## config.mk

```make
export PLATFORM = sky130hd
export DESIGN_NAME = vga_scan
export DESIGN_NICKNAME = d
export VERILOG_FILES = /design/src/rtl/vga_scan.sv
export SDC_FILE = /design/constraint.sdc
export NUM_CORES = 1
export LEC_CHECK = 0
export CORE_ASPECT_RATIO = 1.1
export CORE_UTILIZATION = 35
export DETAILED_ROUTE_END_ITERATION = 7
export PLACE_DENSITY = 0.66
export SYNTH_ARGS = -nofsm -noshare
export SYNTH_HDL_FRONTEND = slang
export SYNTH_SLANG_ARGS = --single-unit
```

## constraint.sdc

```tcl
create_clock -name clk -period 3.6 [get_ports clk]
set_clock_uncertainty 0.1 [all_clocks]
set_input_delay 0.9 -clock clk [delete_from_list [all_inputs] [get_ports clk]]
set_output_delay 0.9 -clock clk [all_outputs]
set_load 0.01 [all_outputs]
```

## src/rtl/vga_scan.sv

```systemverilog
// VGA raster timing generator: free-running h/v scan counters, frame strobe and
// animation counter, and a compositor whose output is delayed to line up with the layers.
module vga_scan #(
  parameter int H_ACTIVE = 1440,
  parameter int H_FP     = 80,
  parameter int H_SYNC   = 152,
  parameter int H_BP     = 232,
  parameter int V_ACTIVE = 900,
  parameter int V_FP     = 3,
  parameter int V_SYNC   = 6,
  parameter int V_BP     = 25,
  parameter int H_POL    = 0,
  parameter int V_POL    = 1,
  parameter int LAT      = 2
) (
  input  logic        clk,
  input  logic        rst_n,
  output logic [10:0] pos_x,
  output logic [10:0] pos_y,
  output logic        frameclk,
  output logic [5:0]  count,
  input  logic        isbird,
  input  logic [3:0]  birdr,
  input  logic [3:0]  birdg,
  input  logic [3:0]  birdb,
  input  logic [3:0]  bg_r,
  input  logic [3:0]  bg_g,
  input  logic [3:0]  bg_b,
  output logic        hsync,
  output logic        vsync,
  output logic [3:0]  vga_r,
  output logic [3:0]  vga_g,
  output logic [3:0]  vga_b
);

  localparam logic [10:0] H_ACT   = 11'(H_ACTIVE);
  localparam logic [10:0] H_LAST  = 11'(H_ACTIVE + H_FP + H_SYNC + H_BP - 1);
  localparam logic [10:0] HS_BEG  = 11'(H_ACTIVE + H_FP);
  localparam logic [10:0] HS_END  = 11'(H_ACTIVE + H_FP + H_SYNC);
  localparam logic [10:0] V_ACT   = 11'(V_ACTIVE);
  localparam logic [10:0] V_LAST  = 11'(V_ACTIVE + V_FP + V_SYNC + V_BP - 1);
  localparam logic [10:0] VS_BEG  = 11'(V_ACTIVE + V_FP);
  localparam logic [10:0] VS_END  = 11'(V_ACTIVE + V_FP + V_SYNC);
  localparam logic        HP      = 1'(H_POL);
  localparam logic        VP      = 1'(V_POL);

  logic [10:0] r_h, r_v;
  logic [10:0] w_h_next, w_v_next;
  logic        w_h_last, w_v_last;
  logic        r_frameclk;
  logic [5:0]  r_count;
  logic [2:0]  w_raw, w_tap;
  logic        r_hsync, r_vsync;
  logic [11:0] r_rgb;

  assign w_h_last = (r_h == H_LAST);
  assign w_v_last = (r_v == V_LAST);
  assign w_h_next = w_h_last ? 11'd0 : r_h + 11'd1;
  assign w_v_next = w_h_last ? (w_v_last ? 11'd0 : r_v + 11'd1) : r_v;

  // frameclk looks at the next line number so it rises on the very edge the scan enters blanking
  always_ff @(posedge clk or negedge rst_n) begin
    if (!rst_n) begin
      r_h        <= '0;
      r_v        <= '0;
      r_frameclk <= 1'b0;
      r_count    <= '0;
    end else begin
      r_h        <= w_h_next;
      r_v        <= w_v_next;
      r_frameclk <= (w_v_next >= V_ACT);
      if (w_h_last && w_v_last)
        r_count <= (r_count == 6'd59) ? 6'd0 : r_count + 6'd1;
    end
  end

  assign w_raw = {(r_h < H_ACT) && (r_v < V_ACT),
                  (r_h >= HS_BEG) && (r_h < HS_END),
                  (r_v >= VS_BEG) && (r_v < VS_END)};

  // LAT-1 delay stages here; the output register below supplies the last one
  generate
    if (LAT <= 1) begin : g_direct
      assign w_tap = w_raw;
    end else begin : g_delay
      logic [2:0] r_sr [LAT-1];
      always_ff @(posedge clk or negedge rst_n) begin
        if (!rst_n) begin
          for (int i = 0; i < LAT - 1; i++) r_sr[i] <= '0;
        end else begin
          r_sr[0] <= w_raw;
          for (int i = 1; i < LAT - 1; i++) r_sr[i] <= r_sr[i-1];
        end
      end
      assign w_tap = r_sr[LAT-2];
    end
  endgenerate

  always_ff @(posedge clk or negedge rst_n) begin
    if (!rst_n) begin
      r_hsync <= ~HP;
      r_vsync <= ~VP;
      r_rgb   <= '0;
    end else begin
      r_hsync <= w_tap[1] ~^ HP;
      r_vsync <= w_tap[0] ~^ VP;
      if (!w_tap[2])
        r_rgb <= '0;
      else if (isbird)
        r_rgb <= {birdr, birdg, birdb};
      else
        r_rgb <= {bg_r, bg_g, bg_b};
    end
  end

  assign pos_x    = r_h;
  assign pos_y    = r_v;
  assign frameclk = r_frameclk;
  assign count    = r_count;
  assign hsync    = r_hsync;
  assign vsync    = r_vsync;
  assign vga_r    = r_rgb[11:8];
  assign vga_g    = r_rgb[7:4];
  assign vga_b    = r_rgb[3:0];

endmodule
```

==> run_results.csv <==
group,metric,value,unit
floorplan,die_y,86.0,um
clock_tree,cts-root-buf,"clkbuf_8",
critical_path,endpoint_kind,"flop",
routing,dr.pass1.iters,4,
timing,setup_slack,1140,ps
routing,post_drt_wl_per_cell,13.4,um
critical_path,critical_path_required,3710,ps
synthesis,avgSynthCellArea,10.3,um2
global_routing,antenna_found_initial,0,
routing,routed_via_density,5.05,
synthesis,synthCells,219,
clock_tree,clock_latency,290,ps
hold_path,hold_path_class,"reg -> reg",
clock_tree,numCtsBuffers,5,
critical_path,critical_path_class,"reg -> reg",
global_routing,grt_pass1_wl,8290,um
placed_design,place_ws,1160,ps
clock_tree,ctsHoldBuffers,0,
power,power_density,300,nW/um2
synthesis,ys_async_sr_fraction,100,%
synthesis,synth_enable_flop_cells,0,
routing,drc_errors,0,
status,outcome,"finished clean",
finish,area_growth,38.2,%
routing,dr_total_vias,1868,
routing,drtIter0Drc,55,
synthesis,synth_fp_nets,250,
timing,holdWs,254,ps
synthesis,yosysUniqueCellTypes,50,
floorplan,start_util,36.3,%
finish,fin_nets,320,
clock_tree,cts_sinks,46,
finish,drive_gt1_share,6.90,%
critical_path,critPathArrivalTime,2570,ps
finish,final_util,50.1,%
finish,fillers,591,
floorplan,rows,30,
clock_tree,clkTransAtPathRegs,80,ps
timing,hold_viol_final,0,
global_routing,grt_pass1_vias,1776,
routing,final_antenna_net_count,0,
timing,worst_pin_slew,1020,ps
timing,setup_violations,0,
synthesis,synth_seq_area_share,51.3,%
timing,fin_tns_setup,0,ps
floorplan,die_width,78.4,um
synthesis,ys_seq_elements,46,
finish,antenna_cells,0,
clock_tree,cts_setup_buffers,0,
timing,slew_headroom,32.3,%
synthesis,synth.largest_area_cell,"dfrtp_1",
synthesis,synth-warning-count,0,
critical_path,critical_path.max_fanout,8,
power,ir_drop,149,uV
placed_design,gp_congestion,0.809,
global_routing,grt_max_degree,47,
synthesis,post_synth_instance_area,2250,um2
finish,regArea,1150,um2
synthesis,yosys_most_used_dff,"dfrtp_1",
timing,drv_slew,0,
timing,period_share,68.2,%
clock_tree,ctsResizeCount,0,
floorplan,die_area,6740,um2
floorplan,coreArea,6190,um2
clock_tree,cts_buffer_depth,2,
floorplan,ios,70,
global_routing,grt_overflow,0,
timing,finalCriticalPeriod,2460,ps
synthesis,synthTopCellsByArea,"dfrtp_1, mux2i_1, o21ai_0",
placed_design,dp_hpwl,3590,um
synthesis,synth_top_area_share,50.1,%
power,p_leak,0.00129,uW
placed_design,place.port_buffers,69,
timing,fmax,407,MHz
job,cap_violations,0,
timing,rsz0062_at_grt,"no",
clock_tree,cts_tree,"built",
critical_path,start_kind,"flop",
global_routing,grt_usage,15.5,%
routing,finalWirelength,4960,um
clock_tree,htree_levels,2,
finish,multi_input_area,1050,um2
-- area by class of cell --
class / instances / area share, %
clock buffer: 8 / 2.90
sequential: 46 / 37.1
multi-input combinational: 162 / 33.9
timing repair buffer: 70 / 22.3
inverter: 4 / 0.484
tap: 80 / 3.23
-- routing by layer --
layer / global-route usage, % / wire [um] / vias to the layer above
li1: - / - / 918
met1: 19.2 / 2200 / 888
met2: 26.2 / 2330 / 56
met3: 4.68 / 370 / 6
met4: 4.71 / 57 / 0
met5: 0 / 0 / -
-- state kept, by name, summed over array words and instances, names as in the netlist --
register	count
r_rgb	12
pos_x	11
pos_y	11
count	6
g_delay.r_sr	3
frameclk	1
hsync	1
vsync	1
-- kinds of logic (layout without fill, tap and decap cells) --
logic type | Yosys count | after routing | synth area share (%)
DFF | 46 | 46 | 51.3
and+or+nand+nor | 94 | 94 | 23.7
muxes | 12 | 12 | 5.35
buffers and inverters | 11 | 82 | 1.84
adders and majority gates | 4 | 4 | 2.23
xor gates and xnor gates | 10 | 10 | 3.90
AOI/OAI and AO/OA | 42 | 42 | 11.6
-- cells in the mapped netlist (all sizes together) (2+ instances only) --
library cell  instances
o21ai                17
inv                   4
nand2b                3
nor2b                13
o41ai                 2
nand2                21
and3                  6
nand3b                2
a21o                  2
nor4                  2
xor2                  5
clkbuf                6
o21bai                2
dfrtp                45
or3                   5
mux2i                12
nand4                 4
o31ai                 3
xnor2                 5
nor3                  7
a21oi                 7
nor2                 11
and2                  2
nor3b                 2
ha                    4
nand3                10
-- worst max-delay path: stages (launching register included) --
cell and delay, ps:
dfrtp_1 480, or3_1 370, nor3_1 550, nand2_1 330, nor4_1 360, a21oi_1 60
o21ai_0 140
-- cell usage in the layout (no fill, tap or decap), types with 6 or more instances in the layout --
master           instances
nand3_1                 10
nand2_1                 21
a21oi_1                  7
o21ai_0                 17
clkdlybuf4s50_1         68
dfrtp_1                 45
mux2i_1                 12
nor2b_1                 13
nor2_1                  11
clkbuf_8                 6
-- power breakdown --
part | total (uW) | internal, uW | switching, uW
registers | 529 | 526 | 2.35
clock network | 321 | 157 | 164
logic | 80.7 | 49.9 | 30.8
total | 930 | 733 | 197
-- through the flow --
stage,power (uW),instances,cell area [um2]
after floorplan,560,219,2250
after CTS,946,370,3100
after global routing,974,370,3100
after global placement,621,362,3010
final,930,370,3100
after detailed placement,622,362,3010
-- final timing paths --
kind | from | to | slack, ps | depth (start not counted)
min in group asynchronous | rst_n | pos_y[5] | 680 | 1
setup reg to reg | pos_y[4] | count[5] | 1140 | 6
hold reg to reg | g_delay.r_sr[1] | hsync | 250 | 1
max in group asynchronous | rst_n | r_rgb[7] | 2100 | 1
setup / recovery | pos_y[4] | count[5] | 1140 | 6
hold / removal | g_delay.r_sr[1] | hsync | 250 | 1
No activity file was read; power rests on OpenSTA's default activity.
